File: config.mk
export PLATFORM = sky130hd
export DESIGN_NAME = z16_writeback_unit
export DESIGN_NICKNAME = d
export VERILOG_FILES = /design/src/rtl/z16_pkg.sv /design/src/rtl/z16_sync_fifo.sv /design/src/rtl/z16_writeback_unit.sv
export SDC_FILE = /design/constraint.sdc
export NUM_CORES = 1
export LEC_CHECK = 0
export CAP_MARGIN = 20
export CELL_PAD_IN_SITES_DETAIL_PLACEMENT = 0
export CELL_PAD_IN_SITES_GLOBAL_PLACEMENT = 1
export CORE_MARGIN = 3
export CORE_UTILIZATION = 35
export CTS_CLUSTER_DIAMETER = 80
export CTS_CLUSTER_SIZE = 25
export DETAILED_ROUTE_END_ITERATION = 6
export PLACE_DENSITY = 0.75
export SYNTH_ARGS = -nofsm -noshare
export SYNTH_HDL_FRONTEND = slang
export SYNTH_HIERARCHICAL = 1
export SYNTH_SLANG_ARGS = --single-unit
export TNS_END_PERCENT = 100
File: constraint.sdc
create_clock -name i_clk -period 2.6 [get_ports i_clk]
set_input_delay 0.52 -clock i_clk [delete_from_list [all_inputs] [get_ports i_clk]]
set_output_delay 0.52 -clock i_clk [all_outputs]
set_load 0.05 [all_outputs]
File: src/rtl/z16_pkg.sv
// Shared definitions for the Z16 write-back path: register-file geometry,
// the write-back request record and the arbitration source selector.
package z16_pkg;

   localparam int REG_ADDR_W = 4;
   localparam int XLEN       = 16;
   localparam int NUM_REGS   = 16;

   // One register-file write: destination register and the value to store.
   typedef struct packed {
      logic [REG_ADDR_W-1:0] rd_addr;
      logic [XLEN-1:0]       data;
   } wb_req_t;

   localparam int WB_REQ_W = $bits(wb_req_t);

   // Which source owns the register-file write port in a given cycle.
   typedef enum logic [1:0] {
      SEL_IDLE = 2'd0,
      SEL_ALU  = 2'd1,
      SEL_LOAD = 2'd2
   } wb_sel_t;

   // One-hot decode of a register address, used to build hazard masks.
   function automatic logic [NUM_REGS-1:0] reg_onehot(input logic [REG_ADDR_W-1:0] addr);
      logic [NUM_REGS-1:0] mask;
      mask       = '0;
      mask[addr] = 1'b1;
      return mask;
   endfunction

endpackage

File: src/rtl/z16_sync_fifo.sv
// Single-clock FIFO with power-of-two depth. Besides the usual push/pop
// interface it exposes every storage slot and a per-slot valid flag so the
// parent can build masks over the buffered contents.
module z16_sync_fifo #(
   parameter int WIDTH = 20,
   parameter int DEPTH = 2
) (
   input  logic                         clk,
   input  logic                         rst,
   input  logic                         push,
   input  logic                         pop,
   input  logic [WIDTH-1:0]             wdata,
   output logic [WIDTH-1:0]             rdata,
   output logic                         full,
   output logic                         empty,
   output logic [$clog2(DEPTH):0]       count,
   output logic [DEPTH-1:0]             entry_valid,
   output logic [DEPTH-1:0][WIDTH-1:0]  entries
);

   localparam int PTR_W = $clog2(DEPTH);
   localparam logic [PTR_W:0] FULL_CNT = (PTR_W+1)'(DEPTH);

   logic [PTR_W-1:0] wr_ptr;
   logic [PTR_W-1:0] rd_ptr;
   logic [PTR_W:0]   cnt;
   logic [WIDTH-1:0] mem [DEPTH];
   logic             do_push;
   logic             do_pop;

   assign full    = (cnt == FULL_CNT);
   assign empty   = (cnt == '0);
   assign count   = cnt;
   assign do_push = push && !full;
   assign do_pop  = pop && !empty;
   assign rdata   = mem[rd_ptr];

   // Pointer and occupancy bookkeeping; pointers wrap naturally at DEPTH.
   always_ff @(posedge clk) begin
      if (rst) begin
         wr_ptr <= '0;
         rd_ptr <= '0;
         cnt    <= '0;
      end else begin
         // NOTE: state registers use non-blocking assignments so every flop samples pre-edge values.
         if (do_push) wr_ptr <= wr_ptr + 1'b1;
         if (do_pop)  rd_ptr <= rd_ptr + 1'b1;
         case ({do_push, do_pop})
            2'b10:   cnt <= cnt + 1'b1;
            2'b01:   cnt <= cnt - 1'b1;
            default: cnt <= cnt;
         endcase
      end
   end

   // Storage array write port.
   // NOTE: the data array is deliberately not reset; a slot is only observed when its valid flag is set.
   always_ff @(posedge clk) begin
      if (do_push) mem[wr_ptr] <= wdata;
   end

   // Slot taps: a slot is valid when its distance from the head is below the occupancy.
   always_comb begin
      logic [PTR_W-1:0] offset;
      // NOTE: every always_comb output gets a default first so no latch is inferred.
      offset      = '0;
      entry_valid = '0;
      entries     = '0;
      for (int i = 0; i < DEPTH; i++) begin
         offset         = PTR_W'(i) - rd_ptr;
         entry_valid[i] = ({1'b0, offset} < cnt);
         entries[i]     = mem[i];
      end
   end

endmodule

File: src/rtl/z16_writeback_unit.sv
// Write-back initiator for the Z16 register file. Merges single-cycle ALU
// results (high priority) with buffered load results into one registered
// write port, bounds load starvation, and exports a pending-load mask.
module z16_writeback_unit
   import z16_pkg::*;
#(
   parameter int LD_DEPTH   = 2,
   parameter int STARVE_MAX = 4
) (
   input  logic                  i_clk,
   input  logic                  i_rst,
   input  logic                  i_alu_valid,
   input  logic [REG_ADDR_W-1:0] i_alu_rd_addr,
   input  logic [XLEN-1:0]       i_alu_data,
   output logic                  o_alu_stall,
   input  logic                  i_ld_valid,
   output logic                  o_ld_ready,
   input  logic [REG_ADDR_W-1:0] i_ld_rd_addr,
   input  logic [XLEN-1:0]       i_ld_data,
   output logic [REG_ADDR_W-1:0] o_rd_addr,
   output logic                  o_rd_wen,
   output logic [XLEN-1:0]       o_rd_data,
   output logic [NUM_REGS-1:0]   o_ld_pending
);

   localparam int             STARVE_W   = $clog2(STARVE_MAX + 1);
   localparam logic [STARVE_W-1:0] STARVE_LIM = STARVE_W'(STARVE_MAX);
   localparam int             CNT_W      = $clog2(LD_DEPTH) + 1;

   logic [STARVE_W-1:0]                starve_cnt;
   logic [STARVE_W-1:0]                starve_nxt;
   wb_sel_t                            sel;
   logic                               fifo_push;
   logic                               fifo_pop;
   wb_req_t                            fifo_wdata;
   logic [WB_REQ_W-1:0]                fifo_rdata;
   logic                               fifo_full;
   logic                               fifo_empty;
   logic [CNT_W-1:0]                   fifo_count;
   logic [LD_DEPTH-1:0]                fifo_entry_valid;
   logic [LD_DEPTH-1:0][WB_REQ_W-1:0]  fifo_entries;
   logic                               stall_raw;
   wb_req_t                            win_req;
   logic [NUM_REGS-1:0]                pending_raw;

   // Load results are accepted whenever the buffer has room; no bypass path.
   assign o_ld_ready         = !fifo_full && !i_rst;
   assign fifo_push          = i_ld_valid && o_ld_ready;
   assign fifo_wdata.rd_addr = i_ld_rd_addr;
   assign fifo_wdata.data    = i_ld_data;

   z16_sync_fifo #(
      .WIDTH (WB_REQ_W),
      .DEPTH (LD_DEPTH)
   ) u_ld_fifo (
      .clk         (i_clk),
      .rst         (i_rst),
      .push        (fifo_push),
      .pop         (fifo_pop),
      .wdata       (fifo_wdata),
      .rdata       (fifo_rdata),
      .full        (fifo_full),
      .empty       (fifo_empty),
      .count       (fifo_count),
      .entry_valid (fifo_entry_valid),
      .entries     (fifo_entries)
   );

   // Arbitration: forced load drain, else ALU, else load, else idle.
   always_comb begin
      sel        = SEL_IDLE;
      fifo_pop   = 1'b0;
      stall_raw  = 1'b0;
      starve_nxt = '0;
      if (!fifo_empty && (starve_cnt == STARVE_LIM)) begin
         sel       = SEL_LOAD;
         fifo_pop  = 1'b1;
         stall_raw = i_alu_valid;
      end else if (i_alu_valid) begin
         sel = SEL_ALU;
         if ((fifo_count != '0) && (starve_cnt != STARVE_LIM)) begin
            starve_nxt = starve_cnt + 1'b1;
         end else begin
            starve_nxt = starve_cnt;
         end
      end else if (!fifo_empty) begin
         sel      = SEL_LOAD;
         fifo_pop = 1'b1;
      end
   end

   assign o_alu_stall = stall_raw && !i_rst;

   // Winning request presented to the output register.
   always_comb begin
      win_req = wb_req_t'(fifo_rdata);
      if (sel == SEL_ALU) begin
         win_req.rd_addr = i_alu_rd_addr;
         win_req.data    = i_alu_data;
      end
   end

   // Starve counter and registered write port; r0 writes are suppressed.
   always_ff @(posedge i_clk) begin
      if (i_rst) begin
         starve_cnt <= '0;
         o_rd_addr  <= '0;
         o_rd_data  <= '0;
         o_rd_wen   <= 1'b0;
      end else begin
         starve_cnt <= starve_nxt;
         if (sel != SEL_IDLE) begin
            o_rd_addr <= win_req.rd_addr;
            o_rd_data <= win_req.data;
            o_rd_wen  <= (win_req.rd_addr != '0);
         end else begin
            o_rd_wen  <= 1'b0;
         end
      end
   end

   // Pending mask: OR of one-hot destinations over all buffered loads.
   always_comb begin
      wb_req_t entry;
      entry       = '0;
      pending_raw = '0;
      for (int i = 0; i < LD_DEPTH; i++) begin
         entry = wb_req_t'(fifo_entries[i]);
         if (fifo_entry_valid[i]) begin
            pending_raw = pending_raw | reg_onehot(entry.rd_addr);
         end
      end
   end

   assign o_ld_pending = i_rst ? '0 : pending_raw;

endmodule

# Yosys cells after proc, flatten, opt, wreduce, memory -nomap -nowiden
# Memory sizes are Yosys's and may differ from the RTL's. A register that Yosys moved wholly into a read port is not among the register bits.
# Cells that the tools add are included.
word_totals:
  reg_bits: 28
  ramBits: 40
  inputBits: 44
  out_inout_bits: 39
  elab_cells: 69
  mem_count: 1
classes:
  n_addsub: 7
  magnitude_cmp: 6
  n_eq_ne: 6
  n_mux: 20
  bitwise_logic: 3
  reduce_logical: 19
mem_list:
  columns: ["name", "words", "word_bits", "rd", "rd_ports_with_merged_regs", "write_ports", "line", "text"]
  rows:
  - ["u_ld_fifo.mem", 2, 20, 3, 1, 1, "z16_sync_fifo.sv:27", "logic [WIDTH-1:0] mem [DEPTH];"]
ops:
  columns: ["cell", "count"]
  rows:
  - ["2-to-1 mux 16 bit", 3]
  - ["2-to-1 mux 20 bit", 1]
  - ["bitwise OR 16 bit", 1]
  - ["< comparator 4 x 5 -> 1 bit (second input constant)", 2]
  - ["2-to-1 mux 1 bit", 10]
  - ["logical AND 1 bit", 9]
  - ["demux 1 bit (select 4 bit)", 2]
  - [">= comparator 4 x 1 -> 1 bit (second input constant)", 2]
  - ["2-to-1 mux 2 bit", 3]
  - ["nonzero test 2 bit", 3]
  - ["equality test 2 x 1 -> 1 bit (second input constant)", 2]
  - ["equality test 2 bit (second input constant)", 2]
  - ["< comparator 1 x 2 -> 1 bit", 2]
  - ["one-hot mux 2 bit (2 select lines)", 1]
  - ["nonzero test 4 bit", 1]
  - ["adder 3 x 1 -> 3 bit (second input constant)", 1]
  - ["equality test 3 bit (second input constant)", 1]
  - ["logical NOT 1 bit", 3]
  - ["!= test 3 bit (second input constant)", 1]
  - ["OR reduction 3 bit", 1]
  - ["adder 1 bit (second input constant)", 2]
  - ["adder 2 x 1 -> 2 bit (second input constant)", 1]
  - ["logical NOT 2 bit", 1]
  - ["inverter 1 bit", 2]
  - ["other kinds (3)", 4]

# Longest topological paths before layout
# Gate-level depths: netlist of the first run.
logic_depth:
  word_depth: 8
  ltp_mapped: 10
  mapped_depth_nobuf: 9

# Hierarchy
# The synthesis of the first run kept the hierarchy.
by_module_without_submodules:
  columns: ["module", "n_inst", "cells_each", "area_per_inst_um2", "seq_area_each_um2"]
  rows:
  - ["z16_sync_fifo", 1, 92, 1709.1, 1301.2]
  - ["z16_writeback_unit", 1, 156, 1377.6, 480.5]

# Worst setup path after synthesis of the first run
# OpenSTA, ideal clock, no wires.
synth_path:
  path_type: "input -> register"
  from: "in i_rst"
  to: "mem u_ld_fifo.mem[0][0], enable pin"
  setup_ps: 375
  t_arrival_ps: 2457
  required_ps: 2225
  slack_ps: -232
  stages: 6
  path_buffers: 1
  cell_sequence: "buf_2 > nor2_1 > and2_1 > inv_1 > or3_4 > inv_1"
synth_between:
  elab_chain_cells: 6
synth_rtl:
  columns: ["element", "line", "text"]
  rows:
  - ["start, declared", "z16_writeback_unit.sv:11", "input logic i_rst,"]
  - ["logical NOT 1 bit", "z16_writeback_unit.sv:47", "assign o_ld_ready = !fifo_full && !i_rst;"]
  - ["logical AND 1 bit", "z16_writeback_unit.sv:47", null]
  - ["named net o_ld_ready", "z16_writeback_unit.sv:17", "output logic o_ld_ready,"]
  - ["logical AND 1 bit", "z16_writeback_unit.sv:48", "assign fifo_push = i_ld_valid && o_ld_ready;"]
  - ["named net fifo_push", "z16_writeback_unit.sv:33", "logic fifo_push;"]
  - ["logical AND 1 bit", "z16_sync_fifo.sv:34", "assign do_push = push && !full;"]
  - ["2-to-1 mux 1 bit", "z16_sync_fifo.sv:59", "if (do_push) mem[wr_ptr] <= wdata;"]
  - ["2-to-1 mux 1 bit (implied by the code)", "z16_sync_fifo.sv:59", null]
  - ["end, declared", "z16_sync_fifo.sv:27", null]
# The timed path passes the listed nets, and every way through them passes these cells.

# Final worst setup path of the first run
layout_path:
  from: "reg u_ld_fifo.cnt[1], in the netlist u_ld_fifo/count[1]"
  to: "out o_ld_pending[3]"
layout_between:
  elab_chain_cells: 5
  word_cells_on_any_way: 6
  classes_between: "2 x order compare; 3 x mux; 1 x bitwise"
layout_rtl:
  columns: ["element", "line", "text"]
  rows:
  - ["start, declared", "z16_sync_fifo.sv:26", "logic [PTR_W:0] cnt;"]
  - ["start signal, assigned", "z16_sync_fifo.sv:49", "2'b10: cnt <= cnt + 1'b1;"]
  - ["start signal, assigned", "z16_sync_fifo.sv:50", "2'b01: cnt <= cnt - 1'b1;"]
  - ["start signal, assigned", "z16_sync_fifo.sv:51", "default: cnt <= cnt;"]
  - ["< comparator 1 x 2 -> 1 bit (*)", "z16_sync_fifo.sv:71", "entry_valid[i] = ({1'b0, offset} < cnt);"]
  - ["named net fifo_entry_valid[0]", "z16_writeback_unit.sv:40", "logic [LD_DEPTH-1:0] fifo_entry_valid;"]
  - ["2-to-1 mux 16 bit (*)", "z16_writeback_unit.sv:129", "if (fifo_entry_valid[i]) begin"]
  - ["bitwise OR 16 bit", "z16_writeback_unit.sv:130", "pending_raw = pending_raw | reg_onehot(entry.rd_addr);"]
  - ["2-to-1 mux 16 bit (*)", "z16_writeback_unit.sv:129", null]
  - ["2-to-1 mux 16 bit (*)", "z16_writeback_unit.sv:135", "assign o_ld_pending = i_rst ? '0 : pending_raw;"]
  - ["end, declared", "z16_writeback_unit.sv:23", "output logic [NUM_REGS-1:0] o_ld_pending"]
# The timed path passes the listed nets; every way through them passes the cells marked *.

==> results.ini, run 1 <==
[global_route]
grt_use_total=0.1471
grt.overflow.total=0
grt_pass1_wl_mm=11.57
met3_usage=0.03961
grt_max_degree=24
grt_util_met2=0.2319
grt_use_met1=0.1880
top_usage_layer=met2
antenna_found_initial=0
grt_pass1_vias=2316

[detailed_routing]
drt_pre_antenna_iters=4
vias=2311
wl_per_cell_um=15.87
drt_iter0_markers=90
routed_wl_mm=7.111
drc=0
ant_nets=0
via_per_inst=5.158

[synth]
ys_types=46
ys.flop_type=edfxtp_1
synth_edf_count=40
yosys-top-cells-area=edfxtp_1 39%, dfxtp_1 19%, mux2_2 7.3%
synth.top_cell.area_share=0.3891
yosysSeqAreaShare=0.5772
yosysWarnings=6
synth_top_cell_by_area=edfxtp_1
syn-cell-area_um2=3087
syn_area_per_cell_um2=12.45
postSynthCellCount=248
synthArstFlopShare=0
synth_fp_nets=295
ys_seq_elements=69

[timing]
post-route-min-period_ns=2.346
fin_crit_sh=0.9025
slew_headroom=0.6406
finalSetupViolCount=0
rsz0062_at_grt=false
drv_slew=0
fmax_mhz=426.2
worst_slew_pin_slew_ns=0.5374
hold_viol_final=0
finalSetupTns_ns=0
fin_skew_ns=0.01002

[power_and_ir_drop]
p_comb_frac=0.188
power.density_nw_per_um2=589.4
p_int_mw=1.911
clkPwrFrac=0.331
p_sw_mw=0.7041
sw_frac_of_total=0.2693
ir_worst_vdd_v=0.0003429
seq_power_share=0.482
p_leak_nw=1.591

[die]
core_area_um2=8382
start_util=0.3683
die-height_um=99.91
rows=33
io_pins=83
die_w_um=99.91
dieArea_um2=9982

[critical_path]
crit_buf_inv=1
max_stage_delay_ns=0.44
start_kind=flip-flop
cp_data_required_time_ns=2.08
slowest_stage=dfxtp_2
path_delay_family=flip-flops
cp.arrival_ns=1.83
crit_chain=a21o_2, nor3b_2, nand3_1, a21oi_1, buf_12
critPathKind=flip-flop to output pin
end_kind=output pin
path_max_fanout=9

[clock_network]
cts.htree.levels=3
hold_buffers=0
numCtsBuffers=9
clkSlewWorstSetupHoldPaths_ns=0.07
cts_tree=yes
cts_num_sinks=69
cts.path.max_buffers=2
postCtsSetupBuffers=0
clk-insertion-delay-late_ns=0.34
clockRootBuffer=clkbuf_8

[placed_design]
gp_congestion=0.8065
io_buffers=82
dp_hpwl_mm=5.032
dpl_cell_area_um2=4209

[layout]
num_antenna_cells=0
fillCellCount=764
drive_above_1_share=0.2303
seqCellArea_um2=1783
nets=385
multi_input_area_um2=1224
area_growth_pct=43.74
design_area_um2=4437

[min_path]
worstHoldPathType=flip-flop to flip-flop

[run_status]
status=completed

[flow_run]
drv_cap=0

==> routing by layer <==
| metal | vias up | wire, um |
|---|---|---|
| met5 | - | 0 |
| met4 | 0 | 149 |
| met3 | 12 | 565 |
| met2 | 118 | 3210 |
| met1 | 1062 | 3185 |
| li1 | 1119 | - |
==> final cells by class <==
| class | instances | share of cell area |
|---|---|---|
| flip-flops and latches | 69 | 0.4019 |
| multi-input cells | 159 | 0.2758 |
| repair buffers | 90 | 0.2400 |
| clock buffers | 10 | 0.03102 |
| well taps | 105 | 0.02961 |
| clock inverters | 6 | 0.01410 |
| inverters | 9 | 0.007614 |
==> layout by cell type, fill, tap and decap left out, types with 2 or more instances in the layout <==
| cell type | count |
|---|---|
| a22oi_1 | 5 |
| a21oi_1 | 10 |
| nor2_1 | 18 |
| a21o_2 | 2 |
| inv_1 | 8 |
| clkdlybuf4s50_1 | 64 |
| dfxtp_1 | 28 |
| xnor2_1 | 2 |
| mux2_2 | 20 |
| and2_1 | 21 |
| nand3_1 | 6 |
| a221o_1 | 20 |
| a32oi_1 | 7 |
| o21ai_0 | 2 |
| edfxtp_1 | 40 |
| nand2_1 | 6 |
| and3_1 | 2 |
| nor3b_2 | 4 |
| buf_12 | 18 |
| ha_1 | 3 |
| clkbuf_8 | 10 |
| and3b_1 | 4 |
| clkinvlp_4 | 2 |
| buf_4 | 7 |
| nor2b_1 | 4 |
==> power groups by stage <==
stage | sequential, mW | clock (mW) | combinational, mW
after global placement | 1.28 | 0 | 0.483
after floorplan | 1.38 | 0 | 0.187
final | 1.26 | 0.865 | 0.490
after CTS | 1.26 | 0.887 | 0.489
after global routing | 1.27 | 0.935 | 0.520
after detailed placement | 1.28 | 0 | 0.487
==> cell families (layout without fill, tap and decap cells) <==
kind of cell             count (synthesis)  in the layout  synth area share
XOR/XNOR                                 3              3          0.008514
AND/OR/NAND/NOR                         80             80            0.1536
adder cells (fa/ha/maj)                  3              3           0.01216
multiplexers                            20             20           0.07296
AO/OA/AOI/OAI                           53             53            0.1419
buffers and inverters                   20            115           0.03364
flip-flops                              69             69            0.5772
==> worst reg2reg max path: stages, from the launching register on <==
cell	delay (ns)
dfxtp_1	0.37
buf_4	0.17
nand2b_4	0.14
inv_2	0.05
nor2_2	0.12
and2_1	0.22
inv_1	0.08
or3_4	0.38
inv_1	0.09
buf_4	0.22
==> synthesized netlist by cell type (all sizes together), types with 6 or more instances <==
master / n
a21oi: 11
a221o: 20
a32oi: 7
and2: 21
buf: 8
dfxtp: 29
edfxtp: 40
inv: 9
mux2: 20
nand2: 7
nand3: 6
nor2: 19
==> path summary, 6_finish.rpt <==
| kind | startpoint | endpoint | slack, ns | cells past startpoint |
|---|---|---|---|---|
| worst max register to register | u_ld_fifo/count[0]$_SDFFE_PP0P_ | u_ld_fifo/mem[0][2]$_DFFE_PP_ | 0.47 | 9 |
| worst min-delay path | starve_cnt[1]$_SDFFE_PP0P_ | starve_cnt[1]$_SDFFE_PP0P_ | 0.48 | 2 |
| worst max-delay path | u_ld_fifo/count[1]$_SDFFE_PP0P_ | o_ld_pending[3] | 0.25 | 5 |
| worst min register to register | starve_cnt[1]$_SDFFE_PP0P_ | starve_cnt[1]$_SDFFE_PP0P_ | 0.48 | 2 |
==> sequential cells by signal, summed over array words and instances (netlist names), named ones only <==
| register | flops |
|---|---|
| u_ld_fifo/wr_ptr | 1 |
| o_rd_addr | 4 |
| starve_cnt | 3 |
| u_ld_fifo/mem | 40 |
| u_ld_fifo/count | 2 |
| o_rd_data | 16 |
| o_rd_wen | 1 |
| u_ld_fifo/rd_ptr | 1 |
==> through the flow <==
step                      power [mW]  worst slack, ns  hold slack [ns]  utilization  instances
after floorplan                1.569          0.02293           0.4482            -        248
after global placement         1.766           0.1411           0.4604       0.5022        431
after detailed placement       1.769           0.1329           0.4781       0.5022        431
after CTS                      2.636           0.1031           0.4874       0.5272        447
after global routing           2.725           0.1169           0.5163       0.5293        448
final                          2.615           0.2536           0.4833       0.5293        448
==> repair_timing <==
action / CTS / global route
endpoints found under the hold margin: 0 / 0
gates resized for setup: 2 / 2
endpoints found under the setup margin: 2 / 4
Power figures use the tool's default switching activity.
==> run 2: changes to the inputs <==
SETUP_SLACK_MARGIN = 0.1   (was not set)
clock period = 3 ns   (was 2.6 ns; I/O delays follow)
==> run 2 against run 1 <==
Critical path depth unchanged. Sequential cell count unchanged. Sequential share of layout area decreased by 0.28 points. Critical endpoint is now o_ld_pending[2].
==> results.ini, run 2 (synthesized netlist as in run 1, its figures left out) <==
[run_status]
status=completed

[layout]
multi_input_area_um2=1214  ; -0.82%
largest_register_ffs=40  ; unchanged
fin_cells=447  ; -0.22%
design_area_um2=4464  ; +0.62%
final_cell_mix=64 x clkdlybuf4s50_1, 40 x edfxtp_1, 29 x dfxtp_1
drive_above_1_share=0.2164  ; -0.01395
seqCellArea_um2=1782  ; about the same
fillCellCount=716  ; -6.3%
num_antenna_cells=0  ; unchanged
top_register=u_ld_fifo/mem
nets=384  ; -0.26%
area_growth_pct=44.63
top_regs=u_ld_fifo/mem (40), o_rd_data (16), o_rd_addr (4)
final_common_cell=clkdlybuf4s50_1

[global_route]
grt.overflow.total=0  ; unchanged
grt_use_total=0.1505  ; +0.003326
antenna_found_initial=0  ; unchanged
grt_pass1_wl_mm=11.79  ; +1.9%
grt_pass1_vias=2340  ; +1.0%
grt_max_degree=25  ; +4.2%

[critical_path]
critPathKind=flip-flop to output pin
critical_path.startpoint=u_ld_fifo/count[1]$_SDFFE_PP0P_
timing.rr.start=u_ld_fifo/count[0]$_SDFFE_PP0P_
end_kind=output pin
reg2regPathDepth=9  ; unchanged
cp.arrival_ns=2.06  ; +0.23 ns
cp_data_required_time_ns=2.40  ; +0.32 ns
path_max_fanout=9  ; unchanged
start_kind=flip-flop

[clock_network]
clkSlewWorstSetupHoldPaths_ns=0.07  ; about the same
hold_buffers=0  ; unchanged
numCtsBuffers=9  ; unchanged
cts.htree.levels=3  ; unchanged
clockRootBuffer=clkbuf_8
cts_num_sinks=69  ; unchanged
postCtsSetupBuffers=0  ; unchanged
clk-insertion-delay-late_ns=0.34  ; about the same
cts.path.max_buffers=2  ; unchanged
cts_tree=yes

[die]
rows=33  ; unchanged
core_area_um2=8382  ; unchanged
io_pins=83  ; unchanged
die_w_um=99.91  ; unchanged
dieArea_um2=9982  ; unchanged
die-height_um=99.91  ; unchanged
start_util=0.3683  ; unchanged

[power_and_ir_drop]
ir_worst_vdd_v=0.0003985  ; +16%
power.density_nw_per_um2=539.6  ; -8.4%
p_leak_nw=1.604  ; +0.82%

[timing]
fin_skew_ns=0.007600  ; -0.002421 ns
finalSetupViolCount=0  ; unchanged
finalSetupTns_ns=0  ; unchanged
hold_viol_final=0  ; unchanged
rsz0062_at_grt=false
worst_slew_pin_slew_ns=0.5490  ; +0.01159 ns
drv_slew=0  ; unchanged
fmax_mhz=375.6
slew_headroom=0.6332  ; -0.007380
post-route-min-period_ns=2.663
fin_crit_sh=0.8876

[placed_design]
dp_hpwl_mm=5.257  ; +4.5%
gp_congestion=0.8826  ; +9.4%
dpl.cell_count=431  ; unchanged
io_buffers=82  ; unchanged
dpl_cell_area_um2=4222  ; +0.30%

[detailed_routing]
drt_iter0_markers=92  ; +2.2%
drt_pre_antenna_iters=4  ; unchanged
ant_nets=0  ; unchanged
vias=2324  ; +0.56%
via_per_inst=5.199  ; +0.79%
wl_per_cell_um=16.21  ; +2.1%
routed_wl_mm=7.247  ; +1.9%
drc=0  ; unchanged

[min_path]
hold_start=starve_cnt[1]$_SDFFE_PP0P_
worstHoldPathType=flip-flop to flip-flop
hold_depth=2  ; unchanged

[flow_run]
drv_cap=0  ; unchanged

## run 2: worst max-delay path, stage by stage (launching register included)
cell	delay (ns)
dfxtp_1	0.52
a21o_2	0.19
nor3b_1	0.44
a32oi_1	0.18
nor2_1	0.22
buf_12	0.17
## run 2: timing repair
action | 4_1_cts | 5_1_grt
endpoints found under the hold margin | 0 | 0
endpoints found under the setup margin | 0 | 1
gates resized for setup | 0 | 1
## run 2: layer usage
layer	wire length [um]	GRT usage	up-vias
met4	105	0.05147	0
li1	-	-	1120
met1	3231	0.1839	1107
met2	3318	0.2458	88
met5	0	0	-
met3	592	0.05490	9
## run 2: path summary, 6_finish.rpt
path	slack [ns]	to
worst max-delay path	0.34	o_ld_pending[2]
worst min-delay path	0.48	starve_cnt[1]$_SDFFE_PP0P_
worst max register to register	0.95	u_ld_fifo/mem[0][19]$_DFFE_PP_
worst min register to register	0.48	starve_cnt[1]$_SDFFE_PP0P_
## run 2: final cells by class
cell class,instances,share of cell area
clock buffer,9,0.02775
clock inverter,7,0.02550
inverter,9,0.007567
multi-input combinational,159,0.2719
sequential,69,0.3991
tap,105,0.02943
timing repair buffer,89,0.2388
## run 2: stage by stage
step / worst slack, ns / power [mW] / hold WS [ns] / utilization
after global placement: 0.5904 / 1.534 / 0.4578 / 0.5037
after detailed placement: 0.5532 / 1.539 / 0.4716 / 0.5037
final: 0.3373 / 2.409 / 0.4833 / 0.5326
after floorplan: 0.3429 / 1.360 / 0.4482 / -
after CTS: 0.2961 / 2.430 / 0.4810 / 0.5320
after global routing: 0.1646 / 2.497 / 0.5122 / 0.5326
## run 2: power by group
part           switching (mW)  leakage (nW)  total [mW]  internal [mW]
Sequential             0.0301         0.606        1.09           1.06
Combinational           0.236         0.884       0.429          0.194
Clock                   0.343         0.115       0.890          0.547
Total                   0.608          1.60        2.41           1.80
==> RTL edit: new RTL, config.mk and constraints of run 2 <==
Change the package constant `REG_ADDR_W` from 4 to 3.
--- a/src/rtl/z16_pkg.sv
+++ b/src/rtl/z16_pkg.sv
@@ -3,5 +3,5 @@
 package z16_pkg;
 
-   localparam int REG_ADDR_W = 4;
+   localparam int REG_ADDR_W = 3;
    localparam int XLEN       = 16;
    localparam int NUM_REGS   = 16;
Ports: changed (resized i_alu_rd_addr, i_ld_rd_addr and o_rd_addr); port bits go from 83 to 80. The function was not compared with the original's and may differ.
==> RTL edit against run 2 <==
  * Total power fell by 13%
  * Count of clock-buffer cells in the layout grew 1
  * First-iteration DRC count up 1.1%
  * Highest routed layer unchanged
  * Setup slack improved by 0.067 ns
  * Synthesized area down 6.6%
  * Synthesized cell count fell by 9.7%
  * Cell count down 8.1%
  * Routed wire length shrank 7.3%
  * Sequential power down 5%
  * Sequential cell count decreased by 3
  * Clock power shrank 30%
  * Final area decreased by 12%
  * Non-clock buffer count down 10
==> RTL edit: results (changes against run 2) <==
Critical path
  • CP max FO: 9 (unchanged)
  • CP arrival: 2.00 ns (was 2.06 ns)
  • Reg2reg path depth: 8 (was 9)
  • End of the worst register-to-register path: u_ld_fifo/mem[0][15]$_DFFE_PP_ (was u_ld_fifo/mem[0][19]$_DFFE_PP_)
  • Worst R2R Start: u_ld_fifo/count[0]$_SDFFE_PP0P_ (unchanged)
  • R2R Setup Slk: 0.79 ns (was 0.95 ns)

Placement
  • Final GP Congestion: 0.7797 (was 0.8826)
  • Port Buffers: 71 (was 82)
  • HPWL after DPL: 4594 µm (was 5257 µm)

Clock tree
  • Postcts setup bufs: 0 (unchanged)
  • Inserted Clock Buffers: 9 (unchanged)
  • Clk buf depth: 2 (unchanged)
  • Hold-fix buffers, CTS: 0 (unchanged)
  • Clock-pin slew on the worst setup and hold paths: 0.07 ns (about the same)
  • Skew-Pair Late Insertion Delay: 0.33 ns
  • H-tree levels: 3 (unchanged)
  • Cts repair resizes: 0 (unchanged)
  • Root buffer cell: clkbuf_8 (unchanged)

Finish
  • Regs by FF count: u_ld_fifo/mem x38, o_rd_data x16 (was u_ld_fifo/mem x40, o_rd_data x16, o_rd_addr x4)
  • Final nets: 349 (was 384)
  • Layout cells sized above 1: 0.1392 (was 0.2164)
  • ANT cells: 0 (unchanged)

Global route
  • GRT Total Usage: 0.1491 (was 0.1505)
  • First-pass GRT wire length: 11100 µm (was 11790 µm)
  • Largest net degree at the start of global routing: 20 (was 25)
  • Vias in the first global route: 2189 (was 2340)
  • Antenna violations before repair: 0 (unchanged)

Timing
  • WHS: 0.4766 ns (was 0.4833 ns)
  • Actual slew at the worst max-slew pin: 0.8950 ns (was 0.5490 ns)
  • Worst Clk Skew: 0.005259 ns (was 0.007600 ns)

Logic synthesis
  • Seq/Total Area, Yosys: 0.5903 (was 0.5772)
  • Area contributors post-synth: edfxtp_1, dfxtp_1, a221o_1 (was edfxtp_1, dfxtp_1, mux2_2)
  • Top post-synthesis cells by count: edfxtp_1, dfxtp_1, and2_1 (unchanged)
  • Post-synth EDFFs: 38 (was 40)
  • Yosys warnings: 6 (unchanged)
  • Post-synthesis cell type count: 43 (was 46)
  • Ys async rst share: 0 (unchanged)

Min path
  • Min-delay src: starve_cnt[0]$_SDFFE_PP0P_ (was starve_cnt[1]$_SDFFE_PP0P_)
  • HP Class: reg -> reg (unchanged)
  • Hold depth: 2 (unchanged)
  • Hold Path End: starve_cnt[0]$_SDFFE_PP0P_ (was starve_cnt[1]$_SDFFE_PP0P_)

Run status
  • Status: complete, no violations (unchanged)

Pwr
  • Switching portion of total power: 0.2891 (was 0.2525)
  • Leakage: 1.414 nW (was 1.604 nW)
  • Worst VDD drop: 0.3237 mV (was 0.3985 mV)

Drt
  • Initial drt markers: 93 (was 92)
  • Pre-antenna DRT Iters: 4 (unchanged)
  • Total Wirelength: 6719 µm (was 7247 µm)
  • Drt via density: 5.029 (was 5.199)
==> RTL edit: changes by cell type in the layout (fill, tap and decap cells not counted), moves of 3 or more <==
cell	run 2	this run
mux2_1	0	14
nor2_1	18	11
clkdlybuf4s50_1	64	61
a22oi_1	5	2
mux2_2	20	5
bufinv_16	3	0
and3b_1	4	1
buf_12	19	10
conb_1	0	8
a32oi_1	7	2
clkinv_2	0	3
==> RTL edit: worst max-delay path by stage <==
stage | startpoint | to | slack, ns
after global routing | u_ld_fifo/count[0]$_SDFFE_PP0P_ | o_ld_pending[6] | 0.19
final | u_ld_fifo/count[0]$_SDFFE_PP0P_ | o_ld_pending[5] | 0.40
after CTS | u_ld_fifo/count[0]$_SDFFE_PP0P_ | o_ld_pending[6] | 0.39
after detailed placement | i_rst | o_rd_data[13]$_SDFFE_PP0N_ | 0.43
after global placement | i_alu_valid | o_rd_addr[0]$_SDFFE_PP0N_ | 0.43
after floorplan | u_ld_fifo/count[0]$_SDFFE_PP0P_ | u_ld_fifo/mem[0][0]$_DFFE_PP_ | 0.26
==> RTL edit: layout make-up <==
type                       instances  area [µm²]
multi-input combinational        141        1051
inverter                           7       26.28
sequential                        66        1702
timing repair buffer              79       874.6
clock buffer                      10       127.6
fill                             733        3905
tap                              102       127.6
clock inverter                     6       33.78
==> RTL edit: cells by family after synthesis <==
kind of cell	share of synthesized area
AO/OA/AOI/OAI	0.1267
XOR/XNOR	0.009116
adder cells (fa/ha/maj)	0.01302
buffers and inverters	0.05425
flip-flops	0.5903
multiplexers	0.07422
other	0.001301
AND/OR/NAND/NOR	0.1311
==> RTL edit: power groups by stage <==
stage                     Clock [mW]  Sequential [mW]  Combinational (mW)
final                          0.623             1.04               0.419
after global routing           0.682             1.05               0.446
after floorplan                    0             1.14               0.180
after CTS                      0.644             1.04               0.420
after global placement             0             1.06               0.414
after detailed placement           0             1.06               0.417
==> RTL edit: worst max-delay path, cell delays in order, from the launching register on <==
cell and delay, ns:
dfxtp_1 0.52, a21o_1 0.27, nor2b_1 0.33, nand3_1 0.11
a21oi_1 0.25, buf_12 0.18
==> RTL edit: through the flow <==
stage	instance area (µm²)	setup slack, ns	instances
after floorplan	2909	0.2579	231
after global placement	3770	0.4313	394
after detailed placement	3770	0.4289	394
after CTS	3931	0.3929	410
after global routing	3943	0.1891	411
final	3943	0.4048	411
==> RTL edit: layer usage <==
metal	vias to the layer above	routed length (µm)	GRT usage
met5	-	0	0
met4	0	8	0.04320
met3	2	319	0.04110
met2	73	3456	0.2558
met1	1009	2935	0.1834
li1	983	-	-
